## config.mk

```make
export PLATFORM = sky130hd
export DESIGN_NAME = fetch_queue
export DESIGN_NICKNAME = d
export VERILOG_FILES = /design/src/rtl/fetch_queue_pkg.sv /design/src/rtl/fq_storage.sv /design/src/rtl/fetch_queue.sv
export SDC_FILE = /design/constraint.sdc
export NUM_CORES = 1
export LEC_CHECK = 0
export CORE_MARGIN = 10
export CORE_UTILIZATION = 59
export DETAILED_ROUTE_END_ITERATION = 10
export PLACE_DENSITY = 0.85
export SLEW_MARGIN = 20
export SYNTH_ARGS = -nofsm -noshare
export SYNTH_HDL_FRONTEND = slang
export SYNTH_HIERARCHICAL = 1
export SYNTH_SLANG_ARGS = --single-unit
```

## constraint.sdc

```tcl
create_clock -name clock -period 27.1 [get_ports clock]
set_input_delay 6.775 -clock clock [delete_from_list [all_inputs] [get_ports clock]]
set_output_delay 6.775 -clock clock [all_outputs]
set_load 0.005 [all_outputs]
```

## src/rtl/fetch_queue_pkg.sv

```systemverilog
// Shared definitions for the fetch queue: default widths/depth and the
// per-cycle queue operation encoding used by the occupancy update.
package fetch_queue_pkg;

  localparam int DEF_XLEN          = 64;
  localparam int DEF_ILEN          = 32;
  localparam int FETCH_QUEUE_DEPTH = 4;

  // Bit 1 = enqueue fires, bit 0 = dequeue fires.
  typedef enum logic [1:0] {
    FQ_OP_IDLE = 2'b00,
    FQ_OP_POP  = 2'b01,
    FQ_OP_PUSH = 2'b10,
    FQ_OP_BOTH = 2'b11
  } fq_op_e;

endpackage

```

## src/rtl/fq_storage.sv

```systemverilog
// Register array holding queued {pc, inst} entries.
// One synchronous write port, one asynchronous read port, no reset:
// validity is tracked entirely by the pointer/count logic in fetch_queue.
module fq_storage #(
  parameter int DEPTH = 4,
  parameter int WIDTH = 96
) (
  input  logic                     clock,
  input  logic                     we,
  input  logic [$clog2(DEPTH)-1:0] waddr,
  input  logic [WIDTH-1:0]         wdata,
  input  logic [$clog2(DEPTH)-1:0] raddr,
  output logic [WIDTH-1:0]         rdata
);

  logic [WIDTH-1:0] mem_r [DEPTH];

  // Write the entry presented on an accepted enqueue.
  always_ff @(posedge clock) begin
    if (we) begin
      mem_r[waddr] <= wdata;
    end
  end

  // Head entry is read combinationally so it is visible the cycle after it is written.
  always_comb begin
    rdata = mem_r[raddr];
  end

endmodule

```

## src/rtl/fetch_queue.sv

```systemverilog
// Fetch-to-decode instruction queue. Buffers {pc, inst} pairs so a decode
// stall does not immediately stall fetch. A taken-branch flush from ID
// empties the queue in one cycle. No bypass: an entry written in cycle N
// reaches the output in cycle N+1 at the earliest, and a full queue never
// accepts, even when the head is being consumed in the same cycle.
module fetch_queue
  import fetch_queue_pkg::*;
#(
  parameter int DEPTH = FETCH_QUEUE_DEPTH,
  parameter int XLEN  = DEF_XLEN,
  parameter int ILEN  = DEF_ILEN
) (
  input  logic                       clock,
  input  logic                       reset,
  input  logic                       flush_i,
  input  logic                       in_valid_i,
  output logic                       in_ready_o,
  input  logic [XLEN-1:0]            in_pc_i,
  input  logic [ILEN-1:0]            in_inst_i,
  output logic                       out_valid_o,
  input  logic                       out_ready_i,
  output logic [XLEN-1:0]            out_pc_o,
  output logic [ILEN-1:0]            out_inst_o,
  output logic [$clog2(DEPTH+1)-1:0] count_o
);

  localparam int PTR_W = $clog2(DEPTH);
  localparam int CNT_W = $clog2(DEPTH + 1);
  localparam int ENT_W = XLEN + ILEN;

  localparam logic [CNT_W-1:0] FULL_CNT = CNT_W'(DEPTH);
  localparam logic [CNT_W-1:0] CNT_ZERO = {CNT_W{1'b0}};
  localparam logic [CNT_W-1:0] CNT_ONE  = CNT_W'(1);
  localparam logic [PTR_W-1:0] PTR_ZERO = {PTR_W{1'b0}};
  localparam logic [PTR_W-1:0] PTR_ONE  = PTR_W'(1);

  logic [PTR_W-1:0] head_r;
  logic [PTR_W-1:0] tail_r;
  logic [CNT_W-1:0] count_r;
  logic [CNT_W-1:0] count_nxt_s;
  logic             enq_s;
  logic             deq_s;
  fq_op_e           op_s;
  logic [ENT_W-1:0] rdata_s;

  fq_storage #(
    .DEPTH (DEPTH),
    .WIDTH (ENT_W)
  ) u_storage (
    .clock (clock),
    .we    (enq_s),
    .waddr (tail_r),
    .wdata ({in_pc_i, in_inst_i}),
    .raddr (head_r),
    .rdata (rdata_s)
  );

  // Handshake decode; flush suppresses both same-cycle transfers.
  always_comb begin
    in_ready_o  = 1'b0;
    out_valid_o = 1'b0;
    enq_s       = 1'b0;
    deq_s       = 1'b0;
    in_ready_o  = !reset && (count_r != FULL_CNT);
    out_valid_o = (count_r != CNT_ZERO);
    enq_s       = in_valid_i && in_ready_o && !flush_i;
    deq_s       = out_valid_o && out_ready_i && !flush_i;
    op_s        = fq_op_e'({enq_s, deq_s});
  end

  // Occupancy update: simultaneous push and pop leaves the count unchanged.
  always_comb begin
    count_nxt_s = count_r;
    case (op_s)
      FQ_OP_PUSH: count_nxt_s = count_r + CNT_ONE;
      FQ_OP_POP:  count_nxt_s = count_r - CNT_ONE;
      FQ_OP_BOTH: count_nxt_s = count_r;
      FQ_OP_IDLE: count_nxt_s = count_r;
      default:    count_nxt_s = count_r;
    endcase
  end

  // Pointer and count state; reset and flush both discard every entry.
  always_ff @(posedge clock) begin
    if (reset) begin
      head_r  <= PTR_ZERO;
      tail_r  <= PTR_ZERO;
      count_r <= CNT_ZERO;
    end else if (flush_i) begin
      head_r  <= PTR_ZERO;
      tail_r  <= PTR_ZERO;
      count_r <= CNT_ZERO;
    end else begin
      if (enq_s) begin
        tail_r <= tail_r + PTR_ONE;
      end
      if (deq_s) begin
        head_r <= head_r + PTR_ONE;
      end
      count_r <= count_nxt_s;
    end
  end

  // Head entry masked to zero when the queue is empty, so stale storage never leaks.
  always_comb begin
    out_pc_o   = {XLEN{1'b0}};
    out_inst_o = {ILEN{1'b0}};
    if (out_valid_o) begin
      out_pc_o   = rdata_s[ENT_W-1:ILEN];
      out_inst_o = rdata_s[ILEN-1:0];
    end else begin
      out_pc_o   = {XLEN{1'b0}};
      out_inst_o = {ILEN{1'b0}};
    end
  end

  // Occupancy is reported straight from the count register.
  always_comb begin
    count_o = count_r;
  end

endmodule

```

==> metrics.md <==
| Metric | Value |
|---|---|
| CP Launch Type | input pin |
| Power Total | ~1.2 mW |
| Crit path DAT | 7.80 ns |
| Clock network power share | 0.421 |
| Max transition margin | 0.290 |
| Cell Rows | 58 |
| Die Y | around 180 um |
| Ports | about 200 |
| Largest area contributor in the netlist | edfxtp_1 |
| Clock Tree Buf Depth | 3 |
| WHS Endpoint | tail_r[1] |
| Antenna-violating nets left | 0 |
| Crit. End Element | output port |
| Clk_skew | about 0.013 ns |
| Clock sinks | roughly 390 |
| Slowest CP cell | clkdlybuf4s50_1 |
| Syn Inst Count | about 660 |
| Reg2reg path depth | 4 |
| Cell area power density | between 60 and 70 mW/mm2 |
| Register area share after synthesis | 0.779 |
| Vias per std cell | ~5.8 |
| Yosys Warn Count | 6 |
| Number of library cell types mapped by synthesis | 25 |
| Area after DPL | between 0.015 and 0.02 mm2 |
| Gr usage total | 0.186 |
| Die area | between 0.03 and 0.04 mm2 |
| Cell area after synthesis | roughly 0.015 mm2 |
| Fmax achieved | around 69 MHz |
| Final Instance Area | 0.0185 mm2 |
| Seq pwr share | 0.545 |
| Pre-CTS setup slack | approximately 13 ns |
| FF-to-FF End | u_storage/mem_r[2][84] |
| Final period utilization | 0.538 |
| Crit path largest cell delay | between 0.5 and 0.6 ns |
| Nets | roughly 980 |
| TritonCTS clock tree | built |
| Dpl hpwl | between 15 and 20 mm |
| Drc violations | 0 |
| Largest net degree at the start of global routing | a little under 100 |
| Mapped Nets | about 760 |
| Most common cell in the netlist | edfxtp_1 |
| Async set-reset flop share out of synthesis | 0 |
| Area share of the largest cell type after synthesis | 0.770 |
| Worst Path Max Fanout | 2 |
| Post-CTS setup buffers | 0 |
| Cts hold-fix bufs | 0 |
| Clock latency on the worst-skew pair | roughly 0.52 ns |
| Post-synth EDFFs | 384 |
| Per-cell routed wire length | roughly 24 um |
| Synth Flop Type | edfxtp_1 |
| HP Class | flip-flop to flip-flop |
| CORE AREA | approximately 0.025 mm2 |
| LEAKAGE | between 5 and 6 nW |
| CP required | slightly above 20 ns |
| Final slew viol count | 0 |
| Avg Inst Size Synth | approximately 23 um2 |
| Grt ovf | 0 |
| Fillers | between 1,000 and 1,500 |
| Max Cap Viol | 0 |
| Switching part of the total | 0.185 |
| Initial antenna violation count | 2 |
| Final worst slack | ~13 ns |
| Clock slew seen by the registers of the worst setup and hold paths | about 0.050 ns |
| Crit-path leading delay family | buffers and inverters |
| Via count | between 7,000 and 8,000 |
| Layout area overhead | 23.8% |
| Flops & latches, synth | between 300 and 400 |
| Synth area leaders | edfxtp_1, mux4_2, and2_1 |
| 1st-pass router iterations | 5 |
| CP Buf/Inv Count | 2 |
| Peak VDD IR | roughly 0.075 mV |
| CTS Buf Count | 39 |
| Die X-Extent | 179 um |
| Fin. Hold Viols | 0 |
| Drt total wl | 29.7 mm |
| Gpl congestion | between 0.7 and 0.8 |
| Internal power | just over 1 mW |
| Worst-Margin Slew | between 1 and 1.5 ns |
| Type of the worst setup path | input pin to output port |
| Net Sw Power | 0.228 mW |
| Hold depth | 2 |
| Initial core utilization | 0.597 |
| Cell mode on critical path | clkdlybuf4s50_1 |
| Clock Root Buffer | clkbuf_16 |
| First-pass GRT wire length | 45.5 mm |
| Final worst path period need | 14.58 ns |
| Detailed Route Iter0 Violations | around 540 |
| Synth top cells by count | edfxtp_1, mux4_2, and2_1 |
| H-tree Lvls | 2 |
| Hold_sp | tail_r[1] |
| Port bufs | between 200 and 250 |
| Gate power share | 0.034 |
| Vias in the first global route | approximately 7,600 |
| Cell chain of the critical path | clkdlybuf4s50_1, nor2_1, clkdlybuf4s50_1 |
| Worst R2R Start | count_o[0] |
| Share of layout cells above drive strength 1 | 0.219 |
| Setup TNS Final | 0 ns |
| Flop2flop setup slack | 24.03 ns |
| PostCTS Resize Cnt | 0 |
| Final setup fails | 0 |
| Core Util, Final | 0.738 |
| RSZ-0062 raised after global routing | false |
| Status | completed |
[cell type report]
cell class | instances | area (um2) | area share
flip-flops and latches | 391 | 11700 | 0.630
multi-input cells | 226 | 3080 | 0.166
repair buffers | 209 | 2090 | 0.113
clock buffers | 52 | 1090 | 0.0586
well taps | 330 | 413 | 0.0223
clock inverters | 18 | 166 | 0.00897
inverters | 5 | 18.8 | 0.00101
diodes | 1 | 2.50 | 0.000135
[metrics by stage]
| stage | instances | hold WS [ns] |
|---|---|---|
| 2_1_floorplan | 656 | 0.474 |
| 3_3_place_gp | 1160 | 0.527 |
| 3_5_place_dp | 1160 | 0.560 |
| 4_1_cts | 1230 | 0.571 |
| 5_1_grt | 1232 | 0.623 |
| 6_report | 1232 | 0.564 |
[cells in the final DEF (no fill, tap or decap), types with 7 or more instances in the layout]
master	Yosys	layout
edfxtp_1	384	384
mux4_2	96	96
and2_1	66	66
clkdlybuf4s50_1	0	201
and2_4	30	30
clkbuf_1	12	9
buf_4	0	7
nor2_1	7	7
clkbuf_16	0	41
[power groups by stage]
stage                     registers (mW)  logic (mW)  clock network, mW
final                              0.672      0.0418              0.520
after global routing               0.672      0.0451              0.553
after CTS                          0.672      0.0421              0.528
after detailed placement           0.685      0.0418                  0
after global placement             0.684      0.0402                  0
after floorplan                    0.686      0.0132                  0
[per-layer routing]
metal / track usage / routed length, um
met5: 0 / 11
met3: 0.0597 / 2980
met2: 0.294 / 14500
met1: 0.249 / 11600
met4: 0.0489 / 582
[tightest hold or removal path: cells and delay by family, from the launching register on]
family / cells / cell delay, ns
flops: 1 / 0.35
compound gates: 2 / 0.16
[logic make-up after synthesis]
family                     count (synthesis)  share of synthesized area
AOI/OAI and AO/OA                          9                    0.00342
xor gates and xnor gates                   4                    0.00234
adders and majority gates                  2                    0.00217
buffers and inverters                     39                     0.0164
DFF                                      391                      0.779
muxes                                     96                      0.144
and+or+nand+nor                          115                     0.0521
[state kept, by name, summed over array words and instances, names as in the netlist]
signal,cells
head_r,2
u_storage/mem_r,384
count_o,3
tail_r,2
[worst max path at each step]
stage / start / slack (ns) / cells after the start / end
final: reset / 12.52 / 3 / in_ready_o
after global routing: reset / 12.48 / 3 / in_ready_o
after CTS: reset / 12.51 / 3 / in_ready_o
after detailed placement: reset / 12.52 / 3 / in_ready_o
after global placement: reset / 12.51 / 3 / in_ready_o
after floorplan: reset / 11.87 / 4 / u_storage/mem_r[0][0]
(Power assumes the default switching activity.)
